--- src/rtl/fifo_lector_uart.sv ---
// Drains words from the ADC sample FIFO and ships each one out as 8N1 UART bytes,
// most significant byte first, least significant bit of each byte first.
module fifo_lector_uart #(
  parameter int CLKS_POR_BIT = 868,
  parameter int DATA_W       = 16,
  parameter int CUENTA_W     = 16
) (
  input  logic                clk_100MHz_i,
  input  logic                rst_i,
  input  logic                habilitar_i,
  input  logic                empty_i,
  input  logic [DATA_W-1:0]   dato_i,
  output logic                rd_en_o,
  output logic                tx_o,
  output logic                ocupado_o,
  output logic [CUENTA_W-1:0] cuenta_o
);

  localparam int NUM_BYTES = DATA_W / 8;
  localparam int BAUD_W    = (CLKS_POR_BIT > 1) ? $clog2(CLKS_POR_BIT) : 1;
  localparam int BYTE_W    = (NUM_BYTES > 1) ? $clog2(NUM_BYTES) : 1;
  localparam logic [BAUD_W-1:0] BAUD_MAX = BAUD_W'(CLKS_POR_BIT - 1);
  localparam logic [BYTE_W-1:0] BYTE_MAX = BYTE_W'(NUM_BYTES - 1);

  typedef enum logic [2:0] {REPOSO, LEER, CAPTURA, INICIO, BITS, PARADA} estado_t;

  estado_t             estado;
  logic [BAUD_W-1:0]   baud_cnt;
  logic [2:0]          bit_idx;
  logic [BYTE_W-1:0]   byte_idx;
  logic [DATA_W-1:0]   palabra;
  logic [7:0]          byte_sh;
  logic                baud_fin;

  assign baud_fin = (baud_cnt == BAUD_MAX);

  // Control path: state, line level, strobes and counters
  always_ff @(posedge clk_100MHz_i or posedge rst_i) begin
    if (rst_i) begin
      estado    <= REPOSO;
      rd_en_o   <= 1'b0;
      tx_o      <= 1'b1;
      ocupado_o <= 1'b0;
      cuenta_o  <= '0;
      baud_cnt  <= '0;
      bit_idx   <= '0;
      byte_idx  <= '0;
    end else begin
      rd_en_o <= 1'b0;
      case (estado)
        REPOSO: begin
          baud_cnt <= '0;
          if (habilitar_i && !empty_i) begin
            estado    <= LEER;
            rd_en_o   <= 1'b1;
            ocupado_o <= 1'b1;
          end
        end
        LEER: estado <= CAPTURA;
        CAPTURA: begin
          byte_idx <= BYTE_MAX;
          baud_cnt <= '0;
          tx_o     <= 1'b0;
          estado   <= INICIO;
        end
        INICIO: begin
          if (baud_fin) begin
            baud_cnt <= '0;
            bit_idx  <= '0;
            tx_o     <= palabra[DATA_W-8];
            estado   <= BITS;
          end else begin
            baud_cnt <= baud_cnt + 1'b1;
          end
        end
        BITS: begin
          if (baud_fin) begin
            baud_cnt <= '0;
            if (bit_idx == 3'd7) begin
              tx_o   <= 1'b1;
              estado <= PARADA;
            end else begin
              bit_idx <= bit_idx + 3'd1;
              tx_o    <= byte_sh[0];
            end
          end else begin
            baud_cnt <= baud_cnt + 1'b1;
          end
        end
        PARADA: begin
          if (baud_fin) begin
            baud_cnt <= '0;
            if (byte_idx != '0) begin
              byte_idx <= byte_idx - 1'b1;
              tx_o     <= 1'b0;
              estado   <= INICIO;
            end else begin
              cuenta_o  <= cuenta_o + 1'b1;
              ocupado_o <= 1'b0;
              estado    <= REPOSO;
            end
          end else begin
            baud_cnt <= baud_cnt + 1'b1;
          end
        end
        default: estado <= REPOSO;
      endcase
    end
  end

  // Data path: the word buffer keeps the byte in flight in its top 8 bits
  always_ff @(posedge clk_100MHz_i) begin
    if (estado == CAPTURA)
      palabra <= dato_i;
    else if (estado == PARADA && baud_fin && byte_idx != '0)
      palabra <= palabra << 8;

    if (estado == INICIO && baud_fin)
      byte_sh <= palabra[DATA_W-1 -: 8] >> 1;
    else if (estado == BITS && baud_fin)
      byte_sh <= byte_sh >> 1;
  end

endmodule

--- config.mk ---
export PLATFORM = sky130hd
export DESIGN_NAME = fifo_lector_uart
export DESIGN_NICKNAME = d
export VERILOG_FILES = /design/src/rtl/fifo_lector_uart.sv
export SDC_FILE = /design/constraint.sdc
export NUM_CORES = 1
export LEC_CHECK = 0
export CAP_MARGIN = 40
export CORE_MARGIN = 2
export CORE_UTILIZATION = 49
export CTS_CLUSTER_SIZE = 30
export DETAILED_ROUTE_END_ITERATION = 8
export PLACE_DENSITY = 0.75
export SLEW_MARGIN = 10
export SYNTH_ARGS = -nofsm -noshare
export SYNTH_HDL_FRONTEND = slang
export SYNTH_SLANG_ARGS = --single-unit
export TNS_END_PERCENT = 30
--- constraint.sdc ---
create_clock -name clk_100MHz_i -period 2.25 [get_ports clk_100MHz_i]
set_clock_uncertainty 0.15 [all_clocks]
set_input_delay 0.5625 -clock clk_100MHz_i [delete_from_list [all_inputs] [get_ports clk_100MHz_i]]
set_output_delay 0.5625 -clock clk_100MHz_i [all_outputs]
set_load 0.05 [all_outputs]
==> results.py <==
metrics = {
    "setup_path": {
        "r2r_end": "byte_sh[2]$_DFFE_PP_",
        "slowest_delay_ns": 0.81,
        "r2r_setup_slack_ns": 0.17,
        "endpoint_kind": "primary output",
        "critPathKind": "flop to primary output",
        "crit_fanout": 2,
        "crit_arrival_ns": 1.50,
        "crit_required_ns": 1.54,
        "crit_family": "buffers and inverters",
        "r2r_start": "baud_cnt[0]$_DFFE_PP0P_",
        "reg2regPathDepth": 5,
        "slowest_stage": "clkdlybuf4s50_1",
        "path_cells": "clkdlybuf4s50_1",
        "crit_buf_inv": 1,
        "critPathLaunchType": "flop",
    },
    "logic_synthesis": {
        "netlist_instances": 244,
        "yosysWarnings": 0,
        "synth_edf_count": 23,
        "avgSynthCellArea_um2": 11.69,
        "synth_top_cells_by_area": "dfrtp_1, edfxtp_1, mux2_2, xor2_1, and3_1",
        "synth_top_cell_area_share_pct": 30.72,
        "ys.flop_type": "dfrtp_1",
        "ys_seq_elements": 59,
        "synth_area_um2": 2851,
        "synth.distinct_cells": 49,
        "synth_nets": 268,
        "yosysTopAreaCell": "dfrtp_1",
        "async_flop_share_pct": 61.02,
        "yosysSeqAreaShare_pct": 55.86,
    },
    "grt": {
        "globalRouteTotalUtil_pct": 19.00,
        "overflow": 0,
        "grt_pass1_wl_um": 9273,
        "antenna_found_initial": 0,
        "grt_pass1_vias": 2005,
        "grt_max_degree": 37,
    },
    "floorplan": {
        "ios": 39,
        "die-area_um2": 6446,
        "placementRows": 27,
        "die_w_um": 80.29,
        "core_um2": 5574,
        "start_util_pct": 51.16,
        "die_y_um": 80.29,
    },
    "cells_and_area": {
        "instances_no_fill": 373,
        "final_common_cell": "dfrtp_1",
        "final_nets": 320,
        "area_growth_pct": 24.92,
        "final_core_util_pct": 63.91,
        "fillers": 457,
        "layout_common_cells": "dfrtp_1, buf_4, edfxtp_1",
        "antenna_cells": 0,
        "drive_above_1_share_pct": 20.60,
    },
    "timing": {
        "fin_crit_sh_pct": 98.28,
        "hold_violations": 0,
        "fmax_ghz": 0.4522,
        "slew_headroom_pct": 66.50,
        "maxSlewViolCount": 0,
        "fin_setup_tns_ns": 0,
        "worst_pin_slew_ns": 0.5017,
        "holdWs_ns": 0.3282,
        "setup_ws_ns": 0.03864,
        "setup_viol": 0,
        "min_period_ns": 2.211,
        "rsz0062_at_grt": "no",
    },
    "placement": {
        "gp_congestion": 0.8569,
        "port_buffers": 38,
        "hpwl_um": 3991,
        "placed_cells": 357,
        "place_ws_ns": 0.08868,
    },
    "detailed_routing": {
        "viasPerCell": 5.579,
        "drc": 0,
        "dr.first_iter.drc_count": 99,
        "wl_per_cell_um": 15.12,
        "finalWirelength_um": 5638,
        "detail-route-antenna-nets": 0,
        "dr_total_vias": 2081,
        "first_pass_iters": 4,
    },
    "clock_tree": {
        "cts_made_buffers": 9,
        "cts.root.buffer_cell": "clkbuf_8",
        "ctsResizeCount": 0,
        "postCtsHoldBufs": 0,
        "postCtsSetupRepairBufs": 0,
        "cts_tree": "done",
        "path_clk_slew_ns": 0.06,
        "cts.sinks": 59,
        "cts.htree.levels": 3,
        "clock_latency_ns": 0.33,
        "cts_buffer_depth": 2,
    },
    "pwr": {
        "irDropWorstVdd_v": 0.0003362,
        "power.switching_mw": 0.4185,
        "p_leak_nw": 1.601,
        "comb_power_share_pct": 2.5,
        "p_int_mw": 1.666,
        "power_frac_seq_pct": 53.4,
        "switching_share_pct": 20.07,
        "p_clk_share_pct": 44.1,
        "p_per_area_nw_per_um2": 585.3,
    },
    "hold_path": {
        "hold_path_end": "cuenta_o[15]$_DFFE_PP0P_",
        "whs_path_depth": 1,
        "hold_path_startpoint": "cuenta_o[15]$_DFFE_PP0P_",
        "hp-class": "flop to flop",
    },
    "outcome": {
        "status": "completed",
    },
    "run": {
        "cap_violations": 0,
    },
}
[synthesized netlist by cell type, drive strengths merged, types with 3 or more instances]
cell type  number
dfrtp          35
edfxtp         23
nand2          16
nor2           15
mux2           14
and3           13
o21ai          11
nand4          10
xor2           10
nand3           9
xnor2           9
a21oi           8
clkbuf          6
inv             6
a21o            4
and2            4
and4            4
buf             4
ha              4
nor3            4
or3             4
a22o            3
nand2b          3
nor4b           3
[power by group through the flow]
stage               clock network, mW  logic [mW]  registers [mW]
global route                    0.981      0.0582            1.11
finish                          0.919      0.0529            1.11
global placement                    0      0.0535            1.13
detailed placement                  0      0.0543            1.13
CTS                             0.936      0.0547            1.11
floorplan                           0      0.0112            1.14
[registers in the layout, indices dropped and copies added, names as in the netlist]
name	flops
ocupado_o	1
tx_o	1
palabra	16
bit_idx	3
rd_en_o	1
cuenta_o	16
baud_cnt	10
estado	3
byte_idx	1
byte_sh	7
[worst max path at each step]
stage                                        start                       end  slack [ns]  cells after the start
after CTS                 cuenta_o[14]$_DFFE_PP0P_              cuenta_o[14]       0.002                      1
final                        ocupado_o$_DFFE_PP0P_                 ocupado_o        0.04                      1
after floorplan            baud_cnt[0]$_DFFE_PP0P_  palabra[0]$_SDFFCE_PN0P_        0.15                      6
after global routing      cuenta_o[15]$_DFFE_PP0P_              cuenta_o[15]      0.0002                      1
after detailed placement   baud_cnt[0]$_DFFE_PP0P_      byte_sh[5]$_DFFE_PP_        0.09                      5
after global placement     baud_cnt[0]$_DFFE_PP0P_      byte_sh[1]$_DFFE_PP_        0.18                      5
[kinds of logic (layout without fill, tap and decap cells)]
family / after synthesis / in the layout / share of synthesized area (%)
xor+xnor: 19 / 19 / 5.836
fa+ha+maj: 4 / 4 / 1.755
mux: 14 / 14 / 5.529
flops: 59 / 59 / 55.86
compound gates: 38 / 38 / 8.776
buf+inv: 16 / 73 / 2.325
simple gates: 94 / 94 / 19.92
[cell type report]
class | count | area, um^2 | area share [%]
clock buffer | 15 | 186.4 | 5.234
clock inverter | 1 | 7.507 | 0.2107
inverter | 6 | 22.52 | 0.6322
multi-input combinational | 169 | 1197 | 33.61
sequential | 59 | 1593 | 44.71
tap | 72 | 90.09 | 2.529
timing repair buffer | 51 | 465.4 | 13.07
[layer usage]
metal  up-vias  track usage [%]  share of wire, %
met4         0            8.983               1.6
met5         -                0                 0
met1      1017            25.11                47
li1       1007                -                 -
met2        49            30.00                48
met3         8            3.820               3.7
[stage by stage]
stage	power, mW	cell area [um^2]
2_1_floorplan	1.148	2851
3_3_place_gp	1.187	3356
3_5_place_dp	1.188	3356
4_1_cts	2.103	3550
5_1_grt	2.152	3562
6_report	2.085	3562
Note: power is estimated with default switching activity, not from simulation.
